--- config.mk ---
export PLATFORM = sky130hd
export DESIGN_NAME = csa8_result_accum
export DESIGN_NICKNAME = d
export VERILOG_FILES = /design/src/rtl/csa8_pkg.sv /design/src/rtl/csa8_result_accum.sv
export SDC_FILE = /design/constraint.sdc
export NUM_CORES = 1
export LEC_CHECK = 0
export CORE_UTILIZATION = 46
export DETAILED_ROUTE_END_ITERATION = 8
export GPL_ROUTABILITY_DRIVEN = 0
export GPL_TIMING_DRIVEN = 0
export PLACE_DENSITY = 0.76
export SYNTH_ARGS = -nofsm -noshare
export SYNTH_HDL_FRONTEND = slang
export SYNTH_SLANG_ARGS = --single-unit
--- constraint.sdc ---
create_clock -name clk -period 2.8 [get_ports clk]
set_input_delay 0.56 -clock clk [delete_from_list [all_inputs] [get_ports clk]]
set_output_delay 0.56 -clock clk [all_outputs]
set_load 0.01 [all_outputs]
--- src/rtl/csa8_pkg.sv ---
// rtl/csa8_pkg.sv - shared types, default widths and sizing helper for csa8 result accumulator
package csa8_pkg;

    // Adder sum width and default accumulator width
    localparam int CSA8_DATA_W    = 8;
    localparam int CSA8_ACC_W_DEF = 12;

    // Accumulator control states: gathering inputs, or holding a result
    typedef enum logic {
        ACCUM   = 1'b0,
        PRESENT = 1'b1
    } csa8_state_e;

    // Bits needed to hold a count from 0 up to and including batch
    function automatic int cnt_width(input int batch);
        return $clog2(batch + 1);
    endfunction

endpackage

--- src/rtl/csa8_result_accum.sv ---
// rtl/csa8_result_accum.sv - batches carry-select adder results into a running total (option: CSA_ACCUM_SATURATE_EN)
module csa8_result_accum
    import csa8_pkg::*;
#(
    parameter int DATA_W = CSA8_DATA_W,
    parameter int ACC_W  = CSA8_ACC_W_DEF,
    parameter int BATCH  = 8
) (
    input  logic                         clk,
    input  logic                         rst,
    input  logic [DATA_W-1:0]            sum_in,
    input  logic                         cout_in,
    input  logic                         in_valid,
    output logic                         in_ready,
    input  logic                         flush,
    output logic                         out_valid,
    input  logic                         out_ready,
    output logic [ACC_W-1:0]             acc_out,
    output logic                         ovf_out,
    output logic [cnt_width(BATCH)-1:0]  cnt_out
);

    localparam int CNT_W = cnt_width(BATCH);
    localparam int PAD_W = ACC_W - DATA_W;

    csa8_state_e        r_state;
    logic [ACC_W-1:0]   r_acc;
    logic [CNT_W-1:0]   r_count;
    logic               r_ovf;

    logic               w_accept;
    logic [ACC_W:0]     w_in_ext;
    logic [ACC_W:0]     w_sum;
    logic               w_carry;
    logic [ACC_W-1:0]   w_acc_next;
    logic [CNT_W-1:0]   w_count_inc;
    logic               w_last;
    logic               w_close;

    // Handshake flags come straight from the registered state so neither
    // in_valid nor out_ready has a combinational path to them
    assign in_ready  = (r_state == ACCUM);
    assign out_valid = (r_state == PRESENT);

    assign w_accept  = in_valid && in_ready;

    // The adder result {cout, sum} is treated as an unsigned DATA_W+1 bit value;
    // one extra bit above the accumulator catches the carry-out of the add
    assign w_in_ext  = {{PAD_W{1'b0}}, cout_in, sum_in};
    assign w_sum     = {1'b0, r_acc} + w_in_ext;
    assign w_carry   = w_sum[ACC_W];

`ifdef CSA_ACCUM_SATURATE_EN
    // Clamp at full scale; once at the maximum any nonzero add carries again
    assign w_acc_next = w_carry ? {ACC_W{1'b1}} : w_sum[ACC_W-1:0];
`else
    // Modular wrap; the carry is still recorded in the sticky flag
    assign w_acc_next = w_sum[ACC_W-1:0];
`endif

    assign w_count_inc = r_count + CNT_W'(1);

    // Close the batch when it fills, or on flush if it holds (or is about to
    // hold) at least one input; a flush on an empty batch is dropped
    assign w_last  = w_accept && (w_count_inc == CNT_W'(BATCH));
    assign w_close = w_last || (flush && ((r_count != '0) || w_accept));

    // State, running total, input count and sticky overflow
    always_ff @(posedge clk) begin
        if (rst) begin
            r_state <= ACCUM;
            r_acc   <= '0;
            r_count <= '0;
            r_ovf   <= 1'b0;
        end else begin
            case (r_state)
                ACCUM: begin
                    if (w_accept) begin
                        r_acc   <= w_acc_next;
                        r_count <= w_count_inc;
                        r_ovf   <= r_ovf | w_carry;
                    end
                    if (w_close) begin
                        r_state <= PRESENT;
                    end
                end
                PRESENT: begin
                    if (out_ready) begin
                        r_state <= ACCUM;
                        r_acc   <= '0;
                        r_count <= '0;
                        r_ovf   <= 1'b0;
                    end
                end
                default: begin
                    r_state <= ACCUM;
                end
            endcase
        end
    end

    // Result fields are only meaningful while presenting; drive zero otherwise
    assign acc_out = out_valid ? r_acc   : '0;
    assign ovf_out = out_valid ? r_ovf   : 1'b0;
    assign cnt_out = out_valid ? r_count : '0;

endmodule

# Word-level counts from Yosys, hierarchy flattened
# Index checks and enable logic that the tools add are counted.
# W data, S select, Z words.
# totals
regBits,18
input_bits,14
out_inout_bits,19
word_cells,33
# classes
n_addsub,2
n_eq_ne,3
mux,15
bitwise,2
reduce_logical,7
# op_table
cell,n
$mux W12,3
$pmux W12 S2,1
$add A12 B9 Y13,1
$mux W4,3
$pmux W4 S2,1
$mux W1,5
$add A4 B1 Y4 const B,1
$eq A4 B4 Y1 const B,1
$pmux W1 S2,2
$reduce_bool A4 Y1,1
$logic_and A1 B1 Y1,3
$logic_or A1 B1 Y1,2
$ne A2 B1 Y1 const B,1
$ne A2 B2 Y1 const B,1
$reduce_and A2 Y1,1
$not A1 Y1,1
$or A1 B1 Y1,1

# Depth between registers and ports, before layout
# depth
depth_word,7
ltp_mapped,7
ltp_nobuf,7

# Least setup slack after synthesis
# OpenSTA, ideal clock, no wires.
# synth_path
kind,input-to-reg
from,input port sum_in[0]
to,register r_acc[10]
setup_ns,0.116
t_arrival_ns,2.049
path_slack_ns,0.635
path_stages,7
cell_sequence,ha_1 fa_1 a21o_2 a211oi_4 o221ai_2 a21oi_1 and3b_1
# synth_between
elab_chain_cells,3
# synth_lines
element,line_no,source
"start, declared",csa8_result_accum.sv:11,"input logic [DATA_W-1:0] sum_in,"
$add A12 B9 Y13,csa8_result_accum.sv:50,"assign w_sum = {1'b0, r_acc} + w_in_ext;"
$mux W12,csa8_result_accum.sv:78,if (w_accept) begin
$pmux W12 S2,csa8_result_accum.sv:76,case (r_state)
"end signal, assigned",csa8_result_accum.sv:79,r_acc <= w_acc_next;
"end, declared",csa8_result_accum.sv:27,logic [ACC_W-1:0] r_acc;
# Every way passes these cells. The select of a mux whose other input is x is not followed.
# A chain may end at the register's enable or synchronous reset.

# Final worst setup path
# layout_path
from,"register r_state, in the netlist out_valid"
to,output port acc_out[7]
# layout_between
elab_chain_cells,1
# layout_lines
element,line_no,source
"start, declared",csa8_result_accum.sv:26,csa8_state_e r_state;
"start signal, assigned",csa8_result_accum.sv:71,r_state <= ACCUM;
"start signal, assigned",csa8_result_accum.sv:84,r_state <= PRESENT;
"start signal, assigned",csa8_result_accum.sv:89,r_state <= ACCUM;
$mux W12,csa8_result_accum.sv:103,assign acc_out = out_valid ? r_acc : '0;
"end, declared",csa8_result_accum.sv:18,"output logic [ACC_W-1:0] acc_out,"
# Every way passes these cells.

==> qor.yml <==
clock_tree:
  clock_sinks: 18
  postCtsSetupRepairBufs: 0
  tritoncts: "done"
  cts_buffers: 3
  htreeDepth: 1
  cts_resized: 0
  clk_pin_slew_worst_paths_ps: 120
  insertion_delay_ps: 310
  ctsHoldBuffers: 0
  root_buffer: "clkbuf_4"
  clock_path_buffers: 2
floorplanning:
  rows: 18
  die_w_um: 54.18
  die_area_um2: 2935
  coreArea_um2: 2522
  initial_core_util_pct: 49.65
  dieHeight_um: 54.18
  io_pins: 33
yosys:
  ys_seq_area_share_pct: 28.77
  synth.distinct_cells: 37
  synth_edf_count: 0
  syn_nets: 175
  async_flop_share_pct: 0
  synth.area.top_cells: "dfxtp_1 (29%), ha_1 (12%), and2_1 (7.5%), a21oi_1 (5.6%), a22oi_1 (4.2%)"
  synthFlopType: "dfxtp_1"
  syn_area_um2: 1252
  synth-seq-cells: 18
  synth_area_leader_cell: "dfxtp_1"
  syn_avg_cell_area_um2: 8.463
  netlist.area_leader.share_pct: 28.77
  synthesis.instances: 148
  yosysWarnings: 0
grt:
  grt_antenna_before_repair: 0
  grt_pass1_wl_mm: 4.547
  gr-usage-all-layers_pct: 21.72
  grt_max_degree: 11
  grt_overflow_total: 0
  grt_pass1_vias: 1098
final_layout:
  diodes: 0
  layout_commonest_cell: "clkdlybuf4s50_1"
  multi_input_area_um2: 847.1
  nFillCells: 224
  final_cell_mix: "clkdlybuf4s50_1 (32), dfxtp_1 (18), and2_1 (15)"
  fin_nets: 212
  regArea_um2: 360.3
  stdcell_area_um2: 1647
  layout-drive-gt1-share_pct: 8.152
  syn2layout_area_growth_pct: 31.47
drt:
  viasPerCell: 5.411
  wire_per_inst_um: 13.29
  routed_wl_mm: 2.844
  drt_iter0_drc: 11
  ant_nets: 0
  vias: 1158
  route.detailed.drc: 0
  dr.pass1.iters: 4
timing:
  fmax_mhz: 389.2
  tightest_slew_ps: 622.7
  setup_viol: 0
  timing.final.crit_share_pct: 91.77
  clock-skew-final_ps: 9.449
  rsz0062_at_grt: "false"
  hold_violations: 0
  slew_viol_final: 0
  layout_min_cycle_time_ps: 2569
  slew_headroom_pct: 58.49
  fin_setup_tns_ps: 0
power_and_ir_drop:
  swShare_pct: 33.38
  p_seq_share_pct: 41.7
  p_per_area_nw_per_um2: 429.4
  p_sw_w: 0.0002360
  irDropWorstVdd_uv: 345.7
  leakagePower_nw: 0.7022
  clock_power_share_pct: 24.3
  p_comb_share_pct: 34.0
  p_int_w: 0.0004710
critical_path:
  cp_cell_sequence: "buf_2 -> clkbuf_1 -> and2_1 -> clkdlybuf4s50_1"
  critical_path_buf_inv_count: 3
  cpLargestDelayFamily: "buffers and inverters"
  critPathMaxFanout: 10
  crit_arrival_ps: 2010
  worstSetupPathType: "reg2out"
  cpPeakStageDelay_ps: 530
  slowest_stage: "clkdlybuf4s50_1"
  crit_required_ps: 2240
  start_kind: "flip-flop"
  end_kind: "output pin"
hold_path:
  hp-class: "reg2reg"
placement:
  dpl_cell_area_um2: 1610
  portBuffers: 32
  dpl.hpwl_mm: 2.120
flow_run:
  max_cap_violations: 0
outcome:
  status: "completed"
## final timing paths
check / start / to / slack, ps / cells past startpoint
worst max-delay path: out_valid / acc_out[7] / 230 / 4
worst min-delay path: r_ovf / r_ovf / 480 / 1
worst max register to register: r_acc[0] / r_acc[10] / 730 / 7
worst min register to register: r_ovf / r_ovf / 480 / 1
## area by class of cell
| cell class | instances | area share [%] |
|---|---|---|
| Buffer | 5 | 1.368 |
| Clock buffer | 4 | 2.204 |
| Inverter | 6 | 1.368 |
| Multi-Input combinational cell | 119 | 51.44 |
| Sequential cell | 18 | 21.88 |
| Tap cell | 30 | 2.280 |
| Timing Repair Buffer | 32 | 19.45 |
## stage by stage
stage               std cells   power, W  hold WS (ps)  setup slack (ps)  util, %
floorplan                 148  0.0004648         433.7             635.1        -
global placement          210  0.0005339         440.8             96.45    63.84
detailed placement        210  0.0005397         455.1             58.23    63.84
CTS                       214  0.0007109         484.8             208.3    65.28
global route              214  0.0007494         498.2             116.0    65.28
finish                    214  0.0007070         484.2             230.6    65.28
## cell usage after synthesis, types with 2 or more instances
master    instances
o21ai_0           4
ha_1             12
a21oi_1          14
a21o_1            3
clkbuf_1          2
nand4_1           2
a22oi_1           7
nand3b_1          2
o31ai_1           3
and2_1           15
inv_1             6
nor2b_1           3
buf_2             3
dfxtp_1          18
mux2i_1           2
nand3_1           7
xor2_1            2
xnor2_1           6
nand2_1           6
a21o_2            2
nor2_1           13
## kinds of logic after synthesis
family	count (synthesis)	synth area share, %
mux	2	1.598
simple gates	56	24.58
flops	18	28.77
compound gates	40	22.28
buf+inv	11	3.596
xor+xnor	8	5.595
fa+ha+maj	13	13.59
## per-layer routing
layer	track usage, %	share of wire, %
met4	8.547	0.67
met3	5.650	4.3
met1	25.98	48
met5	0	0
met2	36.59	47
## flip-flops by register name (all words and copies together) (netlist names)
register   count
r_ovf          1
r_count        4
r_acc         12
out_valid      1
## power groups by stage
stage	Sequential [W]	Combinational [W]	Clock [W]
floorplan	0.000297	0.000168	0
global placement	0.000299	0.000235	0
detailed placement	0.000300	0.000240	0
CTS	0.000294	0.000241	0.000175
global route	0.000299	0.000268	0.000183
finish	0.000295	0.000240	0.000172
Power figures use the tool's default switching activity.
